`src/rtl/fall_through_small_fifo_pkg.sv`:
```
// ============================================================================
// Module : fall_through_small_fifo_pkg
// Brief  : Shared sizing helper for the fall-through FIFO.
// Rev    : 1.0
// ============================================================================
`default_nettype none

package fall_through_small_fifo_pkg;

    // Ceiling log2, used by instantiators to pick MAX_DEPTH_BITS from an entry count.
    function automatic int unsigned clog2(input int unsigned n);
        int unsigned r;
        int unsigned v;
        r = 0;
        v = (n > 0) ? n - 1 : 0;
        while (v > 0) begin
            r = r + 1;
            v = v >> 1;
        end
        return r;
    endfunction

endpackage

`default_nettype wire

```
`src/rtl/fall_through_small_fifo.sv`:
```
// ============================================================================
// Module : fall_through_small_fifo
// Brief  : Small synchronous first-word-fall-through FIFO with status flags.
// Rev    : 1.0
// ============================================================================
`default_nettype none

module fall_through_small_fifo
    import fall_through_small_fifo_pkg::*;
#(
    parameter int WIDTH               = 72,
    parameter int MAX_DEPTH_BITS      = 3,
    parameter int PROG_FULL_THRESHOLD = 2**MAX_DEPTH_BITS - 1
) (
    input  logic             clk,
    input  logic             reset,
    input  logic [WIDTH-1:0] din,
    input  logic             wr_en,
    input  logic             rd_en,
    output logic [WIDTH-1:0] dout,
    output logic             full,
    output logic             nearly_full,
    output logic             prog_full,
    output logic             empty
);

    localparam int MAX_DEPTH = 2**MAX_DEPTH_BITS;
    localparam int CW        = MAX_DEPTH_BITS + 1;

    localparam logic [CW-1:0]             CNT_ONE  = CW'(1);
    localparam logic [CW-1:0]             CNT_FULL = CW'(MAX_DEPTH);
    localparam logic [CW-1:0]             CNT_NF   = CW'(MAX_DEPTH - 1);
    localparam logic [CW-1:0]             CNT_PF   = CW'(PROG_FULL_THRESHOLD);
    localparam logic [MAX_DEPTH_BITS-1:0] PTR_ONE  = MAX_DEPTH_BITS'(1);

    logic [WIDTH-1:0]          mem [MAX_DEPTH];
    logic [MAX_DEPTH_BITS-1:0] wr_ptr_q, wr_ptr_d;
    logic [MAX_DEPTH_BITS-1:0] rd_ptr_q, rd_ptr_d;
    logic [CW-1:0]             count_q,  count_d;
    logic                      wr_acc;
    logic                      rd_acc;

    always_comb begin
        wr_acc   = wr_en & ~full;
        rd_acc   = rd_en & ~empty;
        wr_ptr_d = wr_acc ? wr_ptr_q + PTR_ONE : wr_ptr_q;
        rd_ptr_d = rd_acc ? rd_ptr_q + PTR_ONE : rd_ptr_q;
        count_d  = count_q;
        if (wr_acc && !rd_acc) begin
            count_d = count_q + CNT_ONE;
        end else if (rd_acc && !wr_acc) begin
            count_d = count_q - CNT_ONE;
        end
    end

    always_ff @(posedge clk) begin
        if (reset) begin
            wr_ptr_q <= '0;
            rd_ptr_q <= '0;
            count_q  <= '0;
        end else begin
            wr_ptr_q <= wr_ptr_d;
            rd_ptr_q <= rd_ptr_d;
            count_q  <= count_d;
        end
    end

    // Storage is deliberately not reset; emptiness is tracked by count alone.
    always_ff @(posedge clk) begin
        if (!reset && wr_acc) begin
            mem[wr_ptr_q] <= din;
        end
    end

    always_comb begin
        dout        = mem[rd_ptr_q];
        full        = (count_q == CNT_FULL);
        nearly_full = (count_q >= CNT_NF);
        prog_full   = (count_q >= CNT_PF);
        empty       = (count_q == '0);
    end

endmodule

`default_nettype wire

```
`config.mk`:
```
export PLATFORM = sky130hd
export DESIGN_NAME = fall_through_small_fifo
export DESIGN_NICKNAME = d
export VERILOG_FILES = /design/src/rtl/fall_through_small_fifo_pkg.sv /design/src/rtl/fall_through_small_fifo.sv
export SDC_FILE = /design/constraint.sdc
export NUM_CORES = 1
export LEC_CHECK = 0
export CAP_MARGIN = 5
export CORE_MARGIN = 4
export CORE_UTILIZATION = 36
export CTS_CLUSTER_SIZE = 24
export DETAILED_ROUTE_END_ITERATION = 7
export MAX_ROUTING_LAYER = met4
export PLACE_DENSITY = 0.61
export SYNTH_ARGS = -nofsm -noshare
export SYNTH_HDL_FRONTEND = slang
export SYNTH_SLANG_ARGS = --single-unit
```
`constraint.sdc`:
```
create_clock -name clk -period 13.97 [get_ports clk]
set_input_delay 2.0955 -clock clk [delete_from_list [all_inputs] [get_ports clk]]
set_output_delay 2.0955 -clock clk [all_outputs]
set_load 0.01 [all_outputs]
```
== After elaboration in Yosys (flattened, before gate mapping) ==
Memory sizes are Yosys's and may differ from the RTL's. A register that Yosys moved wholly into a read port is not among the register bits.
Cells that the tools add are included.
Widths: inputs -> output; s select.

* $add $sub $neg: 4
* Bitwise gates (word level): 4
* $lt $le $gt $ge: 1
* Reductions and logical operators: 8
* Equality and inequality tests: 1
* Muxes and demuxes: 6

{| class="wikitable"
|+ Operators with widths
! cell !! number
|-
| $mux 4 || 2
|-
| $add 3x1->3 const B || 2
|-
| $mux 3 || 2
|-
| $add 4x1->4 const B || 1
|-
| $eq 4x4->1 const B || 1
|-
| $ge 4x3->1 const B || 1
|-
| $logic_not 4->1 || 1
|-
| $sub 4x1->4 const B || 1
|-
| $logic_and 1x1->1 || 3
|-
| $logic_not 1->1 || 3
|-
| $and 1x1->1 || 2
|-
| $mux 1 || 2
|-
| $not 1->1 || 2
|-
| $reduce_bool 2->1 || 1
|}

* Bits of input ports: 76
* Flip-flop bits (word level): 10
* Output and inout port bits: 76
* RAM bits: 576
* Logic and storage cells: 28
* Memories kept: 1

{| class="wikitable"
|+ Memory list
! name !! words !! width !! rd ports !! clocked after Yosys merged registers in !! wr ports !! line !! text
|-
| mem || 8 || 72 || 1 || 1 || 1 || fall_through_small_fifo.sv:36 || <nowiki>logic [WIDTH-1:0] mem [MAX_DEPTH];</nowiki>
|}

== Longest topological paths before layout ==
* Depth in word-level cells: 7
* Depth in mapped cells: 10
* Mapped depth without buffers: 10

== Worst setup path after synthesis ==
No wires, ideal clock.

* Kind: input to register
* From: input port wr_en
* To: memory mem[0][0], enable pin
* Stages: 2
* Required time: 13265 ps
* Library setup time: 705 ps
* Buffers on the path: 0
* Setup slack: 3616 ps
* Arrival time: 9649 ps
* Cells stage by stage: nand2_1 nor4b_1

* Word-level cells in the longest chain between the ends: 4

{| class="wikitable"
|+ RTL lines
! item !! line !! text
|-
| start: declaration || fall_through_small_fifo.sv:18 || <nowiki>input logic wr_en,</nowiki>
|-
| $and 1x1->1 || fall_through_small_fifo.sv:44 || <nowiki>wr_acc = wr_en & ~full;</nowiki>
|-
| $logic_and 1x1->1 || fall_through_small_fifo.sv:70 || <nowiki>if (!reset && wr_acc) begin</nowiki>
|-
| $mux 1 || fall_through_small_fifo.sv:70 ||
|-
| $mux 1 (implied by the code) || fall_through_small_fifo.sv:71 || <nowiki>mem[wr_ptr_q] <= din;</nowiki>
|-
| end: declaration || fall_through_small_fifo.sv:36 ||
|}

Every way passes these cells.

==> flow_summary.ini <==
[setup_path]
cp_slowest_cell = buf_4
worst_r2r_startpoint = count_q[0]$_SDFFE_PP0P_
ff2ff_path_depth = 5
criticalPathCategory = flop to primary output
path_max_fanout = 42
critical_path_arrival_ns = 4.07
critPathMaxStageDelay_ns = 0.77
endpoint_kind = primary output
critPathMostFrequentCell = buf_4
startpoint_type = flop
r2r_slack_ns = 10.55
crit_chain = buf_4, buf_4, mux4_2, mux2_4, clkdlybuf4s50_1
r2r-end = mem[0][69]$_DFFE_PP_
cp.required_ns = 11.87

[place]
dp_hpwl_um = 24200
dp_slack_ns = 8.21
placed_cell_area_mm2 = 0.0250
port_buffers = 151
place.gp.congestion = 0.723

[floorplan]
die_h_um = 258
die_area_mm2 = 0.0667
ios = 152
initial_core_util_pct = 36.5
rows = 91
coreArea_mm2 = 0.0618
die_w_um = 258

[drt]
wl_um = 45100
dr.pass1.iters = 4
ant_nets = 0
drc = 0
drt_iter0_drc = 666
num_vias = 9753
routedWlPerCell_um = 22.7
routed_via_density = 4.91

[power]
peakVddDrop_v = 0.000142
power.density_mw_per_mm2 = 174
leakagePower_nw = 8.38

[yosys]
synth_ff_type = edfxtp_1
syn-cell-area_mm2 = 0.0225
ys_seq_elements = 589
synth_edf_count = 576
syn_nets = 991
netlist.area_leader.share_pct = 76.7
ys_seq_area_share_pct = 77.9
syn_area_per_cell_um2 = 24.8
ys_async_sr_fraction_pct = 0
synth_cells = 909
ys_warn_count = 0
ys_top_cells_by_count = edfxtp_1 (576), mux4_2 (144), mux2_4 (60)
synth_most_common_cell = edfxtp_1
yosysUniqueCellTypes = 33
synth_area_leaders = edfxtp_1 (77%), mux4_2 (14%), mux2_4 (4.0%)
synth_top_cell_by_area = edfxtp_1

[run_status]
status = finished clean

[sta]
fin_hold_ws_ns = 0.528
hold_viol = 0
rsz0062_at_grt = no
tns_ns = 0
fin_ws_ns = 7.81
slew_headroom_pct = 28.8
finalSetupViolCount = 0
worst_pin_slew_ns = 1.07
min_period_over_period_pct = 44.1
fmax_ghz = 0.162
fin_skew_ns = 0.0112
maxSlewViolCount = 0
min_period_ns = 6.16

[cts]
clkTransAtPathRegs_ns = 0.06
cts-resized-gates = 0
cts_num_sinks = 589
cts_made_buffers = 61
hold_buffers = 0
cts_tree = built
cts_max_level = 2
cts_root_buffer = clkbuf_16
post_cts.repair.setup_buffers = 0
worstSkewPairLatency_ns = 0.59
clk_path_buf_depth = 3

[global_routing]
met1_usage_pct = 18.5
gr-usage-all-layers_pct = 13.9
grt_pass1_vias = 10800
use_met2_pct = 22.4
antenna_found_initial = 1
grt.busiest_layer = met2
grt-ovfl-total = 0
grt_pass1_wl_um = 68400
grt_max_degree = 65
grtUsageMet3_pct = 2.68

[worst_hold_path]
hold_start = rd_ptr_q[2]$_SDFFE_PP0P_
hp-class = flop to flop
worst_hold_path.num_cells = 2

[run]
cap_viol_max_count = 0

[finish]
final_cell_area_mm2 = 0.0270
syn_to_final_growth_pct = 19.9
drive_above_1_share_pct = 29.5
nNetsFinal = 1185
[power by group]
part           internal [mW]  switching, mW  total (mW)
registers               2.01         0.0502        2.06
logic                  0.610          0.427        1.04
clock network          0.977          0.634        1.61
total                   3.60           1.11        4.71
[metrics by stage]
stage / power, mW / cells / utilization, %
floorplan: 2.82 / 909 / -
global placement: 3.16 / 1877 / 40.5
detailed placement: 3.17 / 1877 / 40.5
CTS: 4.80 / 1984 / 43.7
global route: 4.93 / 1985 / 43.7
finish: 4.71 / 1985 / 43.7
[metal layers]
layer / routed length, µm / part of all wire [%]
met1: 20000 / 44
met3: 1820 / 4.0
met4: 939 / 2.1
met2: 22300 / 50
met5: 0 / 0
[how the worst max path moves through the flow]
stage	end	slack, ns
after global placement	dout[62]	8.21
final	dout[59]	7.81
after global routing	dout[38]	7.38
after floorplan	mem[0][0]$_DFFE_PP_	3.62
after CTS	dout[62]	7.52
after detailed placement	dout[62]	8.21
[final cells by class]
class,instances,area (µm²)
antenna,1,2.50
clock buffer,71,1560
clock inverter,36,425
fill,5194,34800
inverter,4,15.0
multi-input combinational,273,4710
sequential,589,17600
tap,837,1050
timing repair buffer,174,1680
[cell families after synthesis]
family          share of synthesized area [%]
fa+ha+maj                               0.366
simple gates                            0.711
mux                                      19.1
flops                                    77.9
xor+xnor                                0.233
buf+inv                                  1.43
compound gates                          0.239
[layout by cell type, fill, tap and decap left out]
master and count:
edfxtp_1 576, clkdlybuf4s50_1 151, mux4_2 144, clkbuf_16 61
mux2_4 60, buf_4 23, nor2_1 15, mux2_2 13
clkinv_1 13, bufinv_16 10, clkbuf_1 10, dfxtp_1 10
clkinv_2 9, nand2_1 6, ha_1 5, inv_1 3
nor2_4 3, nor3_2 3, a21oi_1 3, xnor2_1 3
xor2_1 3, dfxtp_4 3, clkinvlp_4 3, mux2i_1 2
nand3_1 2, diode_2 1, or4b_1 1, inv_2 1
nor4_1 1, o41ai_2 1, nand3b_1 1, nor4_2 1
nor4b_2 1, a31o_2 1, nor2b_1 1, a211oi_1 1
a31oi_1 1, fa_1 1, inv_6 1
[worst max-delay path: cells and delay by family, from the launching register on]
kind     cells  cell delay [ns]
buf+inv      3             1.91
mux          2             0.89
flops        1             0.61
[registers in the layout, indices dropped and copies added, names as in the netlist, named ones only]
name	flops
wr_ptr_q	3
mem	576
rd_ptr_q	3
count_q	4
No activity file was read; power rests on OpenSTA's default activity.
